==> config.mk <==
export PLATFORM = sky130hd
export DESIGN_NAME = reg_wb_queue
export DESIGN_NICKNAME = d
export VERILOG_FILES = /design/src/rtl/reg_wb_queue.sv
export SDC_FILE = /design/constraint.sdc
export NUM_CORES = 1
export LEC_CHECK = 0
export CAP_MARGIN = 20
export CORE_MARGIN = 1.5
export CORE_UTILIZATION = 59
export DETAILED_ROUTE_END_ITERATION = 6
export DONT_BUFFER_PORTS = 1
export GPL_TIMING_DRIVEN = 0
export PLACE_DENSITY = 0.78
export SLEW_MARGIN = 40
export SYNTH_ARGS = -nofsm -noshare
export SYNTH_HDL_FRONTEND = slang
export SYNTH_SLANG_ARGS = --single-unit
==> constraint.sdc <==
create_clock -name clk -period 5.4 [get_ports clk]
set_input_delay 1.08 -clock clk [delete_from_list [all_inputs] [get_ports clk]]
set_output_delay 1.08 -clock clk [all_outputs]
set_load 0.01 [all_outputs]
==> src/rtl/reg_wb_queue.sv <==
// Register-file write-back queue: buffers write requests, drives the single
// write port in FIFO order and forwards the newest pending value to two lookups.
module reg_wb_queue #(
  parameter int unsigned DEPTH = 4,
  parameter int unsigned AW    = 5,
  parameter int unsigned DW    = 32
) (
  input  logic                     clk,
  input  logic                     reset,
  input  logic                     in_valid,
  output logic                     in_ready,
  input  logic [AW-1:0]            in_wn,
  input  logic [DW-1:0]            in_wd,
  input  logic                     wb_stall,
  output logic                     RegWrite,
  output logic [AW-1:0]            WN,
  output logic [DW-1:0]            WD,
  input  logic [AW-1:0]            lk_rn1,
  output logic                     lk_hit1,
  output logic [DW-1:0]            lk_data1,
  input  logic [AW-1:0]            lk_rn2,
  output logic                     lk_hit2,
  output logic [DW-1:0]            lk_data2,
  output logic [$clog2(DEPTH):0]   count
);

  localparam int unsigned PW = $clog2(DEPTH);
  localparam int unsigned CW = PW + 1;
  localparam int unsigned NP = 2;

  logic [PW-1:0] head;
  logic [PW-1:0] tail;
  logic [AW-1:0] q_wn [DEPTH];
  logic [DW-1:0] q_wd [DEPTH];

  logic          push;
  logic          pop;
  logic [PW-1:0] idx;
  logic [AW-1:0] lk_rn_a   [NP];
  logic          lk_hit_a  [NP];
  logic [DW-1:0] lk_data_a [NP];

  // Accept/issue control; writes to register 0 are consumed but dropped
  always_comb begin
    in_ready = !reset && (count != CW'(DEPTH));
    push     = in_valid && in_ready && (in_wn != '0);
    pop      = (count != '0) && !wb_stall;
    RegWrite = pop;
    WN       = (count != '0) ? q_wn[head] : '0;
    WD       = (count != '0) ? q_wd[head] : '0;
  end

  // Queue storage and pointers
  always_ff @(posedge clk or posedge reset) begin
    if (reset) begin
      head  <= '0;
      tail  <= '0;
      count <= '0;
      for (int unsigned i = 0; i < DEPTH; i++) begin
        q_wn[i] <= '0;
        q_wd[i] <= '0;
      end
    end else begin
      if (push) begin
        q_wn[tail] <= in_wn;
        q_wd[tail] <= in_wd;
        tail       <= tail + PW'(1);
      end
      if (pop) begin
        head <= head + PW'(1);
      end
      count <= count + CW'(push) - CW'(pop);
    end
  end

  assign lk_rn_a[0] = lk_rn1;
  assign lk_rn_a[1] = lk_rn2;

  // Walk entries oldest to youngest so the youngest match wins
  always_comb begin
    idx = '0;
    for (int unsigned p = 0; p < NP; p++) begin
      lk_hit_a[p]  = 1'b0;
      lk_data_a[p] = '0;
      for (int unsigned i = 0; i < DEPTH; i++) begin
        idx = head + PW'(i);
        if ((CW'(i) < count) && (lk_rn_a[p] != '0) && (q_wn[idx] == lk_rn_a[p])) begin
          lk_hit_a[p]  = 1'b1;
          lk_data_a[p] = q_wd[idx];
        end
      end
    end
  end

  assign lk_hit1  = lk_hit_a[0];
  assign lk_data1 = lk_data_a[0];
  assign lk_hit2  = lk_hit_a[1];
  assign lk_data2 = lk_data_a[1];

endmodule

# ---- After elaboration in Yosys (flattened, before gate mapping)
# Index checks and enable logic that the tools add are counted.
dict set report op_classes {
  n_reduce_logical 27
  n_eq_ne 9
  addsub 6
  order_cmp 10
  n_bitwise 5
  muxes 48
}
# cell count
set op_table {}
lappend op_table {{$mux 32} 18}
lappend op_table {{$bmux 32 s2} 4}
lappend op_table {{$bwmux 128} 1}
lappend op_table {{$demux 32 s2} 1}
lappend op_table {{$mux 5} 10}
lappend op_table {{$bmux 5 s2} 4}
lappend op_table {{$eq 5x5->1} 8}
lappend op_table {{$logic_and 1x1->1} 21}
lappend op_table {{$bwmux 20} 1}
lappend op_table {{$ge 3x3->1 const B} 5}
lappend op_table {{$not 2->3} 5}
lappend op_table {{$reduce_bool 5->1} 3}
lappend op_table {{$demux 5 s2} 1}
lappend op_table {{$mux 1} 8}
lappend op_table {{$lt 1x3->1 const A} 2}
lappend op_table {{$lt 2x3->1 const A} 2}
lappend op_table {{$add 2x1->2 const B} 2}
lappend op_table {{$add 2x2->2 const B} 2}
lappend op_table {{$add 3x1->3} 1}
lappend op_table {{$lt 3x1->1 const B} 1}
lappend op_table {{$ne 3x3->1 const B} 1}
lappend op_table {{$reduce_bool 3->1} 1}
lappend op_table {{$sub 3x1->3} 1}
lappend op_table {{$logic_not 1->1} 2}
dict set report word_totals {
  output_inout_bits 108
  reg_bits 155
  wordCells 116
  in_bits 51
}

# ---- Longest topological paths before layout
# Gate-level depths: netlist (run 1).
dict set report depth {
  ltp_word 10
  depth_mapped 12
  mapped_depth_nobuf 11
}

# ---- Worst setup path before layout (run 1)
# OpenSTA, ideal clock, no wires.
dict set report synth_path {
  path_type {input-to-output}
  from {in lk_rn1[1]}
  to {out lk_data1[23]}
  required_time_ps 4320
  setup_slack_ps 1036
  cell_stages 10
  n_path_buf 3
  arrival_time_ps 3284
  cell_sequence {clkbuf_1 > or4_1 > nor2_1 > or3_1 > nor3_1 > buf_2 > mux2i_2 > buf_2 > o221ai_1 > o21ai_1}
}
dict set report synth_via {
  elab_chain_len 7
  word_cells_on_any_way 17
  classes_between {eq/ne: 4; mux: 4; reduce/logical: 9}
}
# item line
set synth_rtl {}
lappend synth_rtl {{start: declaration} 18} ;# input logic [AW-1:0] lk_rn1,
lappend synth_rtl {{$reduce_bool 5->1} 87} ;# if ((CW'(i) < count) && (lk_rn_a[p] != '0) && (q_wn[idx] == lk_rn_a[p])) begin
lappend synth_rtl {{$logic_and 1x1->1 (2 in a row)} 87}
lappend synth_rtl {{$mux 32 (3 in a row)} 87}
lappend synth_rtl {{$mux 32 *} 87}
lappend synth_rtl {{end: declaration} 20} ;# output logic [DW-1:0] lk_data1,
# Every way passes the cells marked *; elsewhere a longest branch is shown, timed or not.

# ---- Worst setup path after layout (run 1)
dict set report layout_path {
  from {reg head[1]}
  to {out lk_data2[25]}
}
dict set report layout_via {
  elab_chain_len 10
  word_cells_on_any_way 43
  classes_between {add/sub: 3; eq/ne: 4; mux: 28; bitwise: 4; reduce/logical: 4}
}
# item line
set layout_rtl {}
lappend layout_rtl {{start: declaration} 31} ;# logic [PW-1:0] head;
lappend layout_rtl {{start signal: assignment} 70} ;# head <= head + PW'(1);
lappend layout_rtl {{$add 2x1->2 / $not 2->3 (equally long branches)} {86, 87, 89}}
lappend layout_rtl {{$not 2->3 (not written as such) / $bmux 5 s2 (equally long branches)} {87, 89}}
lappend layout_rtl {{$bmux 5 s2 / $mux 5 (equally long branches)} 87}
lappend layout_rtl {{$mux 5 (not written as such)} 87}
lappend layout_rtl {{$mux 5 (not written as such) / $eq 5x5->1 (equally long branches)} 87}
lappend layout_rtl {{$eq 5x5->1 / $logic_and 1x1->1 (equally long branches)} 87}
lappend layout_rtl {{$logic_and 1x1->1 / $mux 32 (equally long branches)} 87}
lappend layout_rtl {{$mux 32 (2 in a row)} 87}
lappend layout_rtl {{$mux 32 *} 87}
lappend layout_rtl {{end: declaration} 23} ;# output logic [DW-1:0] lk_data2,
# Every way passes the cells marked *; elsewhere a longest branch is shown, timed or not. The select of a mux whose other input is x is not followed.

==> impl_metrics.yaml, run 1 <==
clocking:
  hold_buffers: 0
  clock_latency_ns: 0.46
  cts_setup_buffers: 0
  clock_sinks: 155
  cts_buffers: 17
  clockBufferDepth: 2
  h-tree-depth: 4
  clk_pin_slew_worst_paths_ns: 0.08
  cts_tree: "built"
  cts-resized-gates: 0
  root_buffer: "clkbuf_16"
routing:
  dr.pass1.iters: 7
  postRouteAntennaNets: 0
  vias: 12990
  drt-initial-drc-count: 2110
  routed_wl_um: 48410
  drcViolationCount: 1
  vias_per_cell: 7.354
  wl_per_cell_um: 27.41
run_status:
  violations: "design-rule violations"
  outcome: "complete, but fails checks"
synthesis:
  ys_types: 54
  yosys-top-cells-area: "dfrtp_1, mux2_2, mux2i_1, nor2_1, o21ai_0"
  synth_edf_count: 0
  syn_area_sq_um: 13000
  ys_ff_latch: 155
  yosysWarnings: 0
  async_reset_ff_frac: 1.000
  synth_top_cell_by_area: "dfrtp_1"
  synthCells: 1453
  syn-num-nets: 1513
  synth-seq-area-share: 0.2983
  avgSynthCellArea_sq_um: 8.949
  synthFlopType: "dfrtp_1"
  synth_top_area_frac: 0.2983
sta:
  hold_viol: 0
  period_minus_slack_ns: 5.388
  final.period_utilization: 0.9978
  finalSetupViolations: 0
  finClkSkew_ns: 0.01810
  rsz0062_at_grt: "false"
  drv_slew: 0
  tightest_slew_ns: 0.8947
  max_slew_margin: 0.4035
  worst_slack_ns: 0.01205
  max_freq_ghz: 0.1856
global_routing:
  grt_pass1_wl_um: 71290
  antenna_found_initial: 0
  track_usage: 0.4185
  first_global_vias: 12530
  grt_max_degree: 81
  overflow: 0
floorplanning:
  row_count: 54
  die_y_um: 151.5
  core_sq_um: 21690
  die_x_um: 151.5
  io_pins: 159
  start_util: 0.5995
  dieArea_sq_um: 22940
critical_path:
  reg2reg_setup_slack_ns: 1.95
  cp.required_ns: 4.32
  critPathCaptureType: "output pin"
  critical_path_class: "register to output pin"
  start_kind: "register"
  worstPathArrival_ns: 4.31
  worst_r2r_endpoint: "q_wd[109]"
  timing.rr.start: "count[1]"
  critPathMaxFanout: 10
  r2r_cells: 7
min_path:
  hp-class: "input port to asynchronous set/reset pin"
pwr:
  leakagePower_nw: 5.853
  ir_drop_v: 0.0003759
  powerDensity_nw_per_um2: 776.3
layout:
  fill_cells: 1794
  final_common_cell: "mux2_2"
  antenna_cells: 0
  synthToLayoutAreaGrowth_pct: 7.919
  postLayoutCoreUtil: 0.6470
  drive_gt1_frac: 0.2046
  mostFrequentLayoutCells: "mux2_2, nor2_1, dfrtp_1, o21ai_0, mux2i_1"
  layout.nets: 1533
placed_design:
  gp_congestion: 1.002
  port_buffers: 0
  hpwlAfterDp_um: 32870
  pre_cts_ws_ns: 0.3111
run:
  maxCapViolations: 0
==> flip-flops by register name, indices dropped and copies added, names as in the netlist <==
name   count
count      3
head       2
q_wd     128
q_wn      20
tail       2
==> area by class of cell <==
class	instances	area, sq um	area share
multi-input cells	1150	8523	0.6074
flip-flops and latches	155	3879	0.2764
plain buffers	136	611.8	0.04360
clock buffers	17	425.4	0.03032
well taps	280	350.3	0.02497
clock inverters	15	162.7	0.01159
inverters	12	52.55	0.003745
repair buffers	1	27.53	0.001962
==> per-stage QoR <==
step,instance area (sq um),hold slack (ns),setup TNS (ns),instances,power (mW)
final,14030,0.5224,0,1766,10.89
after global routing,14030,0.5451,0,1766,11.35
after CTS,13980,0.5305,0,1766,10.47
after detailed placement,13400,0.5163,0,1734,9.219
after global placement,13350,0.5046,-227.02,1733,9.026
after floorplan,13000,0.4923,0,1453,7.367
==> routing by layer <==
layer  part of all wire  track usage
met2               0.42       0.6057
met1               0.36       0.5429
met3               0.15       0.1356
met4              0.065       0.2515
met5            0.00027            0
==> critical path, cell delays in order (launching register included) <==
cell	delay [ns]
dfrtp_1	0.41
buf_2	0.30
buf_4	0.26
mux4_2	0.37
xnor2_1	0.40
and3_1	0.21
buf_2	0.27
nand2_1	0.25
a21oi_1	0.34
buf_2	0.33
buf_4	0.24
nand4_1	0.10
a22oi_1	0.36
==> kinds of logic after synthesis <==
| group | synth area share |
|---|---|
| adders and majority gates | 0.009238 |
| and+or+nand+nor | 0.1562 |
| xor gates and xnor gates | 0.02954 |
| DFF | 0.2983 |
| AOI/OAI and AO/OA | 0.1854 |
| muxes | 0.2719 |
| buffers and inverters | 0.04936 |
==> how the worst max path moves through the flow <==
stage,slack (ns),start,endpoint
final,0.01,head[1],lk_data2[25]
after global routing,0.0002,head[1],lk_data2[25]
after CTS,0.03,head[1],lk_data2[17]
after detailed placement,0.31,lk_rn1[1],lk_data1[26]
after global placement,-1.48,reset,q_wd[110]
after floorplan,0.14,reset,count[0]
==> cell usage after synthesis, types with 32 or more instances <==
| cell type | number |
|---|---|
| nand4_1 | 33 |
| nor2_1 | 178 |
| dfrtp_1 | 155 |
| nor2b_1 | 32 |
| o21ai_0 | 115 |
| nand2_1 | 72 |
| mux2_2 | 187 |
| mux2i_1 | 101 |
| a21oi_1 | 44 |
| xnor2_1 | 33 |
| o21ai_1 | 43 |
| clkbuf_1 | 90 |
==> where the power goes <==
part           internal, mW  switching, mW
clock                 0.653          0.581
sequential             1.75          0.672
combinational          2.69           4.55
No activity file was read; power rests on OpenSTA's default activity.
==> inputs of run 2 (changes only) <==
--- a/config.mk
+++ b/config.mk
@@ -12,6 +12,7 @@
 export DONT_BUFFER_PORTS = 1
 export GPL_TIMING_DRIVEN = 0
 export PLACE_DENSITY = 0.78
+export SETUP_SLACK_MARGIN = 0.3
 export SLEW_MARGIN = 40
 export SYNTH_ARGS = -nofsm -noshare
 export SYNTH_HDL_FRONTEND = slang
==> run 2 against run 1 <==
The run still ends with design-rule violations left. Final cell count increased by 0.57%. Power is 0.65% higher. Wire length down 1.3%. Cell area grew 1.8%. Maximum frequency increased by 7.1%. Sequential power is essentially flat. Register-to-register slack gained 0.03 ns. Critical path depth stayed put. Critical path type unchanged. Critical endpoint is now lk_data2[21]. Largest cell class unchanged.
==> impl_metrics.yaml, run 2 (same netlist as run 1, synthesis figures left out) <==
run:
  maxCapViolations: 0
sta:
  hold_viol: 0
  rsz0062_at_grt: "false"
  final.period_utilization: 0.9315
  tightest_slew_ns: 0.9121
  drv_slew: 0
  worst_slack_ns: 0.3700
  max_slew_margin: 0.3920
  period_minus_slack_ns: 5.030
  setup-tns-final_ns: 0
  max_freq_ghz: 0.1988
  finalSetupViolations: 0
  whs_ns: 0.5328
  finClkSkew_ns: 0.008605
pwr:
  powerDensity_nw_per_um2: 767.8
  p_total_mw: 10.96
  ir_drop_v: 0.0003423
  leakagePower_nw: 5.962
layout:
  mostFrequentLayoutCells: "mux2_2, nor2_1, dfrtp_1, o21ai_0, mux2i_1"
  top_register: "q_wd"
  layout.nets: 1543
  synthToLayoutAreaGrowth_pct: 9.815
  largest_reg_flops: 128
  drive_gt1_frac: 0.2213
  antenna_cells: 0
  final_common_cell: "mux2_2"
  top_regs: "q_wd (128), q_wn (20), count (3)"
  fill_cells: 1769
  postLayoutCoreUtil: 0.6584
routing:
  dr.pass1.iters: 7
  vias_per_cell: 7.275
  postRouteAntennaNets: 0
  vias: 12920
  wl_per_cell_um: 26.90
  routed_wl_um: 47770
  drt-initial-drc-count: 1826
  drcViolationCount: 29
floorplanning:
  die_y_um: 151.5
  io_pins: 159
  die_x_um: 151.5
  dieArea_sq_um: 22940
  start_util: 0.5995
  core_sq_um: 21690
  row_count: 54
clocking:
  cts_buffers: 17
  clockBufferDepth: 2
  cts_tree: "built"
  clock_latency_ns: 0.44
  hold_buffers: 0
  root_buffer: "clkbuf_16"
  clk_pin_slew_worst_paths_ns: 0.06
  clock_sinks: 155
  h-tree-depth: 4
min_path:
  min_path_cells: 1
  hp-class: "register to register"
critical_path:
  cp.required_ns: 4.32
  critPathCaptureType: "output pin"
  worstPathArrival_ns: 3.95
  start_kind: "register"
  r2r_cells: 7
  critical_path_class: "register to output pin"
  critPathMaxFanout: 10
global_routing:
  first_global_vias: 12520
  grt_pass1_wl_um: 71440
  antenna_found_initial: 0
  grt_max_degree: 27
  overflow: 0
  track_usage: 0.4177
run_status:
  outcome: "complete, but fails checks"
  violations: "design-rule violations"
placed_design:
  hpwlAfterDp_um: 33160
  pre_cts_ws_ns: 0.2094
  port_buffers: 0
  gp_congestion: 0.9995
==> run 2: cell types whose count changed in the layout (fill, tap and decap cells not counted), moves of 3 or more <==
cell      previous run  this run
inv_8                4         1
buf_4                4         9
clkbuf_2            11        15
buf_12               0         3
a22oi_1             24        19
clkbuf_1            82        75
buf_16               1         4
a22oi_2              4         9
==> run 2: cell type report <==
| cell class | count | area (sq um) | share of cell area |
|---|---|---|---|
| repair buffers | 11 | 200.2 | 0.01402 |
| flip-flops and latches | 155 | 3879 | 0.2716 |
| clock buffers | 18 | 429.2 | 0.03006 |
| well taps | 280 | 350.3 | 0.02454 |
| clock inverters | 14 | 161.4 | 0.01130 |
| inverters | 12 | 48.80 | 0.003417 |
| plain buffers | 136 | 626.9 | 0.04390 |
| multi-input cells | 1150 | 8583 | 0.6011 |
==> run 2: stage by stage <==
stage	cell area, sq um	std cells
finish	14280	1776
global route	14280	1776
CTS	14150	1771
detailed placement	13510	1739
global placement	13360	1733
floorplan	13010	1453
==> run 2: report_power, final <==
group / switching, mW / internal (mW) / leakage, nW
sequential: 0.679 / 1.75 / 1.87
clock: 0.550 / 0.691 / 0.272
combinational: 4.53 / 2.76 / 3.82
total: 5.76 / 5.20 / 5.96
==> run 2: layer usage <==
| layer | GRT usage | wire length [um] | up-vias |
|---|---|---|---|
| li1 | - | - | 5432 |
| met1 | 0.5377 | 17930 | 6133 |
| met2 | 0.6105 | 20220 | 1068 |
| met3 | 0.1419 | 6565 | 288 |
| met4 | 0.2383 | 3045 | 0 |
| met5 | 0 | 0 | - |
==> run 2: path summary, 6_finish.rpt <==
check                                to  startpoint  slack, ns
hold reg to reg                q_wd[23]    q_wd[23]       0.53
max in group asynchronous      q_wd[86]       reset       3.97
setup / recovery           lk_data2[21]     head[0]       0.37
hold / removal                 q_wd[23]    q_wd[23]       0.53
setup reg to reg               q_wd[84]    count[1]       1.98
min in group asynchronous      q_wn[13]       reset       0.55
==> run 2: critical path, stage by stage, from the launching register on <==
cell	delay [ns]
dfrtp_1	0.34
buf_6	0.17
buf_4	0.22
mux4_2	0.59
xnor2_2	0.30
and3_1	0.19
buf_2	0.25
nand2_1	0.25
a21oi_2	0.28
buf_4	0.25
buf_4	0.22
nand4_1	0.13
a22oi_1	0.30
==> run 2: what timing repair did <==
item	4_1_cts	5_1_grt
resized for setup	12	32
pin swaps	0	1
setup endpoints to repair	49	57
cloned	0	0
buffers inserted	0	4
==> inputs of run 3 (changes only) <==
--- a/config.mk
+++ b/config.mk
@@ -6,7 +6,7 @@
 export NUM_CORES = 1
 export LEC_CHECK = 0
 export CAP_MARGIN = 20
-export CORE_MARGIN = 1.5
+export CORE_MARGIN = 5
 export CORE_UTILIZATION = 59
 export DETAILED_ROUTE_END_ITERATION = 6
 export DONT_BUFFER_PORTS = 1
==> run 3 against run 2 <==
The run still ends with design-rule violations left. Via count about the same. Critical path depth is 4 lower. Sequential power about the same. Non-clock buffer count shrank 1. Die area grew 9.5%. Global-route usage shrank 3.3 points. Highest routed layer unchanged.
==> impl_metrics.yaml, run 3 (same netlist as run 1, synthesis figures left out) <==
global_routing:
  first_global_vias: 12640
  grt_max_degree: 28
  grt_pass1_wl_um: 73440
  track_usage: 0.3846
  overflow: 0
  antenna_found_initial: 0
critical_path:
  crit_top_cell: "clkbuf_1"
  cp_cell_sequence: "clkbuf_4 -> mux4_2 -> xnor2_1 -> nand2_1 -> nor4_1 -> clkbuf_1 -> clkbuf_1 -> a22oi_1"
  critical_path_class: "register to output pin"
  critPathMaxFanout: 10
  worstPathArrival_ns: 3.96
  start_kind: "register"
  crit_buf_inv: 3
  critPathCaptureType: "output pin"
  worst_path_largest_cell_delay_ns: 0.72
  cp.required_ns: 4.32
  critPathTopFamily: "buffers and inverters"
  cp_slowest_cell: "clkbuf_1"
sta:
  rsz0062_at_grt: "false"
  final.period_utilization: 0.9342
  finClkSkew_ns: 0.01069
  finalSetupViolations: 0
  max_freq_ghz: 0.1982
  max_slew_margin: 0.4093
  tightest_slew_ns: 0.8860
  period_minus_slack_ns: 5.045
  whs_ns: 0.5276
  drv_slew: 0
  hold_viol: 0
  setup-tns-final_ns: 0
run:
  maxCapViolations: 0
pwr:
  powerDensity_nw_per_um2: 772.3
  leakagePower_nw: 5.975
  ir_drop_v: 0.0003695
routing:
  wl_per_cell_um: 27.83
  postRouteAntennaNets: 0
  vias_per_cell: 7.283
  dr.pass1.iters: 7
  drcViolationCount: 1
  routed_wl_um: 49400
  vias: 12930
  drt-initial-drc-count: 1926
clocking:
  clock_latency_ns: 0.46
  clockBufferDepth: 2
  root_buffer: "clkbuf_16"
  hold_buffers: 0
  h-tree-depth: 4
  clock_sinks: 155
  cts_buffers: 17
  clk_pin_slew_worst_paths_ns: 0.07
  cts_tree: "built"
layout:
  final_common_cell: "mux2_2"
  synthToLayoutAreaGrowth_pct: 10.04
  mostFrequentLayoutCells: "mux2_2, nor2_1, dfrtp_1, o21ai_0, mux2i_1"
  layout.nets: 1542
  top_register: "q_wd"
  largest_reg_flops: 128
  antenna_cells: 0
  top_regs: "q_wd (128), q_wn (20), count (3)"
  drive_gt1_frac: 0.2254
placed_design:
  hpwlAfterDp_um: 34240
  port_buffers: 0
  gp_congestion: 1.031
floorplanning:
  core_sq_um: 21760
  start_util: 0.5977
  dieArea_sq_um: 25110
  die_x_um: 158.5
  die_y_um: 158.5
  io_pins: 159
  row_count: 54
run_status:
  violations: "design-rule violations"
  outcome: "complete, but fails checks"
min_path:
  hp-class: "input port to asynchronous set/reset pin"
## run 3: cell types whose count changed in the layout (fill, tap and decap cells not counted), sizes merged
cell | previous run | this run
clkinvlp | 6 | 2
inv | 17 | 18
clkbuf | 108 | 109
clkinv | 1 | 4
buf | 57 | 55
## run 3: through the flow
step                worst slack (ns)  instances    util  power (mW)  area [sq um]
floorplan                      1.036       1453       -       7.367         13010
global placement              0.1713       1733  0.6139       9.079         13360
detailed placement            0.1578       1739  0.6205       9.284         13500
CTS                           0.2915       1773  0.6523       10.65         14190
global route                  0.2972       1775  0.6576       11.56         14310
finish                        0.3553       1775  0.6576       11.05         14310
## run 3: worst reg2reg max path, stage by stage (launching register included)
cell      delay (ns)
dfrtp_1         0.52
inv_1           0.12
a31oi_1         0.36
nand2_1         0.17
a21oi_1         0.60
nand2_1         0.65
clkbuf_1        0.55
mux2_2          0.41
## run 3: area by class of cell
cell class              count  area, sq um
multi-input cells        1150         8607
inverters                  12        48.80
flip-flops and latches    155         3879
plain buffers             136        630.6
fillers                  1784         7448
well taps                 280        350.3
repair buffers             10        177.7
clock buffers              18        439.2
clock inverters            14        175.2
## run 3: routing by layer
metal	vias to the layer above	track usage	share of wire
li1	5422	-	-
met4	0	0.2157	0.059
met1	6126	0.5055	0.37
met3	266	0.1172	0.14
met2	1113	0.5657	0.43
met5	-	0	0
## run 3: power by group
part           internal, mW  switching [mW]  leakage, nW
clock network         0.712           0.565        0.300
registers              1.75           0.679         1.87
logic                  2.77            4.58         3.80
## run 3: repair_timing
item,4_1_cts,5_1_grt
resized for setup,15,36
buffers inserted,2,2
cloned,0,0
pin swaps,0,1
setup endpoints to repair,49,58
## run 3: worst paths after layout
path | from | endpoint | depth (start not counted) | slack, ns
max | head[1] | lk_data2[16] | 8 | 0.36
min | reset | count[0] | 1 | 0.53
max reg2reg | count[1] | q_wd[107] | 7 | 1.92
min reg2reg | q_wd[1] | q_wd[1] | 1 | 0.53
max in group asynchronous | reset | q_wd[74] | 3 | 4.15
min in group clk | q_wd[1] | q_wd[1] | 1 | 0.53
